`config.mk`:
```
export PLATFORM = sky130hd
export DESIGN_NAME = sum_arbiter
export DESIGN_NICKNAME = d
export VERILOG_FILES = /design/src/rtl/sum_arbiter.sv
export SDC_FILE = /design/constraint.sdc
export NUM_CORES = 1
export LEC_CHECK = 0
export ABC_CLOCK_PERIOD_IN_PS = 4300
export BUFFER_PORTS_ARGS = -buffer_cell sky130_fd_sc_hd__buf_4
export CORE_MARGIN = 4
export CORE_UTILIZATION = 40
export DETAILED_ROUTE_END_ITERATION = 16
export PLACE_DENSITY_LB_ADDON = 0.25
export RECOVER_POWER = 100
export SKIP_LAST_GASP = 1
export SYNTH_ARGS = -nofsm -noshare
export SYNTH_HDL_FRONTEND = slang
export SYNTH_SLANG_ARGS = --single-unit
```
`constraint.sdc`:
```
create_clock -name clk -period 4.3 [get_ports clk]
set_input_delay 0.43 -clock clk [delete_from_list [all_inputs] [get_ports clk]]
set_output_delay 0.43 -clock clk [all_outputs]
set_load 0.05 [all_outputs]
```
`src/rtl/sum_arbiter.sv`:
```
// Round-robin arbiter sharing one multi-cycle sum adder among N requesters; grant +1 cycle, result +1 cycle after sum_busy falls.
// Requesters hold req/operands until done; an adder that never goes busy is abandoned after TIMEOUT cycles with an err pulse.
module sum_arbiter #(
  parameter int N       = 4,
  parameter int W       = 16,
  parameter int TIMEOUT = 15
) (
  input  logic           clk,
  input  logic           rst,
  input  logic [N-1:0]   req,
  input  logic [N*W-1:0] a_in,
  input  logic [N*W-1:0] b_in,
  output logic [N-1:0]   done,
  output logic [W-1:0]   res,
  output logic           err,
  output logic [3:0]     gnt_id,
  output logic           busy_o,
  output logic           sum_start,
  output logic [W-1:0]   sum_a,
  output logic [W-1:0]   sum_b,
  input  logic           sum_busy,
  input  logic [W-1:0]   sum_y
);

  localparam int CW = $clog2(TIMEOUT + 1);

  typedef enum logic [1:0] {IDLE, ISSUE, WAIT, DONE} state_t;

  state_t         state, state_nxt;
  logic [3:0]     ptr;
  logic [3:0]     win_id;
  logic           win_vld;
  logic [4:0]     win_off;
  logic [4:0]     win_sum;
  logic [2*N-1:0] req_dbl;
  logic [N-1:0]   req_rot;
  logic [CW-1:0]  cnt;
  logic           timeout;
  logic [3:0]     ptr_after;

  // Rotate requests so bit 0 is the pointer's requester; lowest set bit wins.
  always_comb begin
    req_dbl = {req, req} >> ptr;
    req_rot = req_dbl[N-1:0];
    win_vld = |req;
    win_off = '0;
    for (int k = N - 1; k >= 0; k--) begin
      if (req_rot[k]) win_off = 5'(k);
    end
    win_sum = {1'b0, ptr} + win_off;
    if (win_sum >= 5'(N)) win_sum = win_sum - 5'(N);
    win_id = win_sum[3:0];
  end

  assign timeout   = (state == ISSUE) && !sum_busy && (cnt == CW'(TIMEOUT - 1));
  assign ptr_after = (gnt_id == 4'(N - 1)) ? 4'd0 : gnt_id + 4'd1;

  always_comb begin
    state_nxt = state;
    busy_o    = (state != IDLE);
    sum_start = (state == ISSUE);
    done      = '0;
    case (state)
      IDLE:  if (win_vld) state_nxt = ISSUE;
      ISSUE: begin
        if (sum_busy)     state_nxt = WAIT;
        else if (timeout) state_nxt = IDLE;
      end
      WAIT:  if (!sum_busy) state_nxt = DONE;
      DONE: begin
        done      = N'(1) << gnt_id;
        state_nxt = IDLE;
      end
      default: state_nxt = IDLE;
    endcase
  end

  always_ff @(posedge clk) begin
    if (rst) begin
      state  <= IDLE;
      ptr    <= '0;
      cnt    <= '0;
      err    <= 1'b0;
      res    <= '0;
      gnt_id <= '0;
      sum_a  <= '0;
      sum_b  <= '0;
    end else begin
      state <= state_nxt;
      err   <= timeout;
      cnt   <= (state == ISSUE) ? cnt + CW'(1) : '0;
      if (state == IDLE && win_vld) begin
        gnt_id <= win_id;
        sum_a  <= a_in[win_id*W +: W];
        sum_b  <= b_in[win_id*W +: W];
      end
      if (state == WAIT && !sum_busy) res <= sum_y;
      if (timeout || state == DONE) ptr <= ptr_after;
    end
  end

endmodule

```
After elaboration in Yosys (flattened, before gate mapping) --
Index checks and enable logic that the tools add are counted.
Cells by class: add/subtract/negate cells 4, magnitude comparators 1, muxes and demuxes 12, bitwise gates (word level) 1, shift operators 4, eq/ne operators 8, reductions and logical operators 11
Operator list (count):
- 64-bit by 9-bit variable part select with 16-bit output | 2
- 5-bit two-way mux | 3
- 4-bit two-way mux | 3
- 2-bit two-way mux | 5
- 4-bit by 1-bit adder with 4-bit output (second input constant) | 2
- 2-bit one-hot mux with 4 select lines | 1
- 8-bit by 4-bit >> shifter with 4-bit output | 1
- 4-bit by 5-bit adder with 5-bit output | 1
- 5-bit by 3-bit greater-or-equal comparator with 1-bit output (second input constant) | 1
- 2-bit equality test (second input constant) | 2
- 4-bit by 2-bit equality test with 1-bit output (second input constant) | 1
- 4-bit equality test (second input constant) | 1
- 1-bit logical AND | 4
- 2-bit != test (second input constant) | 2
- 4-bit OR reduction | 1
- 1-bit by 4-bit left shift with 4-bit output (first input constant) | 1
- 4-bit by 3-bit subtractor with 4-bit output (second input constant) | 1
- 3-bit by 1-bit != test with 1-bit output (second input constant) | 1
- 3-bit AND reduction | 1
- 2-bit by 1-bit equality test with 1-bit output (second input constant) | 1
- 2-bit zero test | 1
- 2-bit nonzero test | 1
- 2-bit OR reduction | 1
- 1-bit zero test | 1
- other kinds (2) | 2
Storage, ports and cells: output and inout bits 59, input bits 151, flip-flop bits (word level) 63, logic and storage cells 49

Logic depth before layout (Yosys ltp) --
word-level depth 9, gate-level depth with buffers 15, depth with buffers taken out 13

Worst setup path before layout --
Ideal clock, no wire load.
kind flip-flop to flip-flop, start reg ptr[0], end reg sum_a[0], slack 0.689 ns, arrival 3.550 ns, stages on the path, launching flop included 15, path buffers 2, cell sequence dfxtp_1 > clkbuf_1 > mux2_2 > a211oi_1 > nor2_1 > o21a_1 > ha_1 > fa_1 > xor2_2 > ha_1 > nor3b_1 > a2111o_1 > a211oi_4 > buf_6 > a22o_1
On the way: word-level cells in the longest chain between the ends 9, elaborated cells on any way between the ends 10, those cells by class add/sub: 2; order compare: 1; shift: 2; mux: 5
RTL lines:
- start, declared | line 30 | logic [3:0] ptr;
- start signal, assigned | line 98 | if (timeout || state == DONE) ptr <= ptr_after;
- 8-bit by 4-bit >> shifter with 4-bit output | line 43 | req_dbl = {req, req} >> ptr;
- 2-bit two-way mux | line 48 | if (req_rot[k]) win_off = 5'(k);
- 5-bit two-way mux (3 in series) | line 48
- 4-bit by 5-bit adder with 5-bit output (*) | line 50 | win_sum = {1'b0, ptr} + win_off;
- 4-bit by 3-bit subtractor with 4-bit output / 5-bit by 3-bit greater-or-equal comparator with 1-bit output (equally long branches) | line 51 | if (win_sum >= 5'(N)) win_sum = win_sum - 5'(N);
- 4-bit two-way mux (*) | line 51
- 64-bit by 9-bit variable part select with 16-bit output (*) | line 94 | sum_a <= a_in[win_id*W +: W];
- end signal, assigned | line 94
- end, declared | line 19 | output logic [W-1:0] sum_a,
Mark *: on every way between the ends. The rest lies on a longest branch, timed or not. A chain may end at the register's enable or synchronous reset.

Worst setup path after layout --
start reg ptr[0], end reg sum_a[11]
The elaborated chain is that of the path after synthesis.

==> qor.csv <==
stage,metric,value,unit
status,status,"complete, no violations",
routing,vias post-DR,3179,
hold_path,WHS Endpoint,res[2],
synthesis,largest family of logic cells by synthesized area,multiplexers,
power_and_ir_drop,Clk pwr share,32.7,%
sta,WHS,343,ps
layout,Final Non-Filler Cells,599,
worst_setup_path,cells on worst reg2reg path,13,
sta,post-route setup slack,464,ps
routing,routed vias/inst,5.31,
power_and_ir_drop,Overall Power,1.84,mW
placed_design,placed cells,583,
placed_design,routability cong.,0.879,
sta,Fin Clk Skew,7.74,ps
power_and_ir_drop,Max VDD drop,0.218,mV
sta,part of the cycle the worst path needs,89.2,%
layout,share of post-route cells with drive strength above 1,42.3,%
cts,worst-skew pair later-pin latency,330,ps
sta,FMAX,0.261,GHz
synthesis,complex-gate fraction of the synthesized area,15.6,%
die,Core Region,7810,um2
synthesis,sequential area share after synthesis,38.8,%
sta,total negative setup slack,0,ps
worst_setup_path,CP Launch Type,flop,
layout,fin area,4890,um2
cts,Max clock buf depth,2,
cts,clk sinks,63,
placed_design,Setup WS pre-CTS,457,ps
sta,# setup viols final,0,
global_route,largest net degree at the start of global routing,34,
synthesis,mux cell area share after synthesis,25.0,%
routing,post-route ant nets,0,
global_route,global-route wire length before repair,16400,um
layout,area delta synth->final,50.3,%
hold_path,Worst Min Path Start,sum_y[2],
worst_setup_path,endpoint class of the critical path,flop,
job,max_cap viols,0,
sta,unrepaired setup endpoints after global routing,false,
synthesis,Yosys warnings,0,
cts,CTS Buf Count,9,
cts,CTS Hold Buffers Added,0,
cts,# H-tree levels,3,
power_and_ir_drop,pwr dens,377,nW/um2
die,Ports,210,
synthesis,distinct cell type count after synthesis,44,
routing,post-route DRC violation count,0,
global_route,met3 Use GR,6.79,%
global_route,vias in the first global route,3233,
power_and_ir_drop,Pint,1.25,mW
die,# rows,32,
global_route,All-Layer GR Usage,21.2,%
die,die area,9640,um2
worst_setup_path,worst r2r dst,sum_a[11],
global_route,met1 usage,24.5,%
synthesis,synthesized instance count,291,
worst_setup_path,FF-to-FF Start,ptr[0],
cts,TritonCTS clock tree,yes,
cts,Post CTS Setup Buffer Count,0,
synthesis,ys flop type,dfxtp_1,
routing,WL final,10500,um
global_route,most used routing layer,met2,
die,die extent in y,98.2,um
global_route,met2 Track Usage GR,37.4,%
synthesis,Post-synth EDFFs,0,
worst_setup_path,data arrival time of the worst path,4100,ps
worst_setup_path,R2R Setup Slk,460,ps
routing,wire length per cell,17.6,um
worst_setup_path,worst path cell trace,"mux2_2, a211oi_1, nor2_1, o21a_1, ha_2, fa_1, xor2_2, ha_1, nor3b_1, a2111o_1, a211oi_4, buf_12, a22o_1",
placed_design,port bufs,209,
layout,Reg area,1260,um2
synthesis,"Avg Cell Area, Syn",11.2,um2
synthesis,Async SR Flop Fraction,0,%
worst_setup_path,biggest cell delay along the critical path,520,ps
sta,Slew @ Worst Pin,994,ps
power_and_ir_drop,P_sw,595,uW
synthesis,Syn Std Cell Area,3250,um2
worst_setup_path,crit-path max FO,28,
die,Die Wd,98.2,um
power_and_ir_drop,Lkg Pwr,2.07,nW
sta,min cycle time layout,3840,ps
hold_path,HP Class,input port to flop,
global_route,initial antenna violation count,0,
power_and_ir_drop,sw frac,32.2,%
placed_design,placed inst area,4870,um2
worst_setup_path,worst-path cell with the longest stage delay,dfxtp_1,
cts,clk root buf,clkbuf_8,
worst_setup_path,Critical Path RT,4570,ps
synthesis,simple-gate share of the synthesized area,11.8,%
hold_path,hold path cells,3,
placed_design,HPWL Detailed,8270,um
die,Starting Density,41.7,%
layout,layout net count,650,
routing,drt pass-1 iters,4,
power_and_ir_drop,combinational power share,31.2,%
routing,Initial DRC Count,103,
global_route,global route total overflow,0,
layout,Fill cells,693,
cts,clk slew on worst S/H paths,70,ps
worst_setup_path,worst setup path category,flop to flop,
power_and_ir_drop,Seq pwr share,36.1,%
cts,cts repair resizes,0,
sta,"Hold Vio Cnt, Final",0,
layout,final core utilization,62.6,%
synthesis,count of state elements after synthesis,63,
synthesis,post-synthesis adder-cell area fraction,2.92,%
sta,Slew Limit Fails,0,
layout,diode count,0,
synthesis,Post-Syn Nets,449,
layout,area of the multi-input gates,1850,um2
synthesis,Synth Area in XOR/XNOR,1.58,%
sta,Rel. slew slack,33.5,%
[layer usage]
metal	part of all wire [%]	vias to the layer above
met5	0	-
met4	1.7	0
met3	9.6	14
met2	51	160
met1	37	1506
li1	-	1499
[worst max-delay path: cells and delay by family (launching register included)]
family	cells	cell delay, ps
AO/OA/AOI/OAI	5	1470
XOR/XNOR	1	180
adder cells (fa/ha/maj)	3	770
buffers and inverters	1	220
flip-flops	1	520
multiplexers	1	390
AND/OR/NAND/NOR	2	220
[final cells by class]
type	count	share of cell area, %
clock buffer	12	3.38
clock inverter	4	1.56
inverter	3	0.230
multi-input combinational	201	37.9
sequential	63	25.8
tap	102	2.61
timing repair buffer	214	28.5
[registers in the layout (all words and copies together) (netlist names), named ones only]
signal / flops
sum_b: 16
err: 1
ptr: 4
state: 1
res: 16
gnt_id: 4
sum_a: 16
cnt: 4
[power groups by stage]
stage          registers, mW  logic (mW)  clock network (mW)
2_1_floorplan          0.832       0.229                   0
3_3_place_gp           0.679       0.612                   0
3_5_place_dp           0.679       0.617                   0
4_1_cts                0.666       0.621               0.617
5_1_grt                0.671       0.608               0.642
6_report               0.666       0.576               0.604
[worst max path at each step]
stage / from / end / slack, ps
3_5_place_dp: ptr[0] / sum_a[11] / 460
3_3_place_gp: ptr[0] / sum_a[11] / 590
5_1_grt: ptr[0] / sum_a[11] / 240
4_1_cts: ptr[0] / sum_a[11] / 430
2_1_floorplan: ptr[0] / sum_a[0] / 690
6_report: ptr[0] / sum_a[11] / 460
[cell usage in the layout, fill, tap and decap left out, types with 2 or more instances in the layout]
cell type	netlist	layout
a22o_1	32	32
mux4_2	32	32
clkbuf_1	11	59
a32o_1	2	2
a21oi_1	21	21
nand2_1	40	40
dfxtp_1	63	63
o21ai_0	1	2
clkbuf_8	0	12
inv_1	3	3
nor2_1	15	15
nor2b_1	2	2
nor3b_1	5	5
a31oi_1	2	2
xor2_1	2	2
ha_1	6	5
buf_4	1	153
xnor2_1	2	2
bufinv_16	0	2
nand2b_1	5	5
mux2i_1	8	8
nand3_1	5	5
[Yosys cell counts (2+ instances only)]
cell / number / area share (%)
nor2_1: 15 / 1.7
nor3b_1: 5 / 1.2
a22o_1: 32 / 8.6
mux2i_1: 8 / 2.5
xnor2_1: 2 / 0.54
mux4_2: 32 / 22
buf_1: 4 / 0.46
nand2b_1: 5 / 0.96
buf_6: 4 / 1.4
dfxtp_1: 63 / 39
inv_1: 3 / 0.35
a31oi_1: 2 / 0.38
a32o_1: 2 / 0.62
a21oi_1: 21 / 3.2
xor2_1: 2 / 0.54
nor2b_1: 2 / 0.38
nand3_1: 5 / 0.77
nand2_1: 40 / 4.6
ha_1: 6 / 2.3
clkbuf_1: 11 / 1.3
buf_2: 4 / 0.62
[cell families after synthesis]
kind of cell,after synthesis
and+or+nand+nor,81
DFF,63
xor gates and xnor gates,5
AOI/OAI and AO/OA,67
muxes,41
adders and majority gates,7
buffers and inverters,27
(Power assumes the default switching activity.)
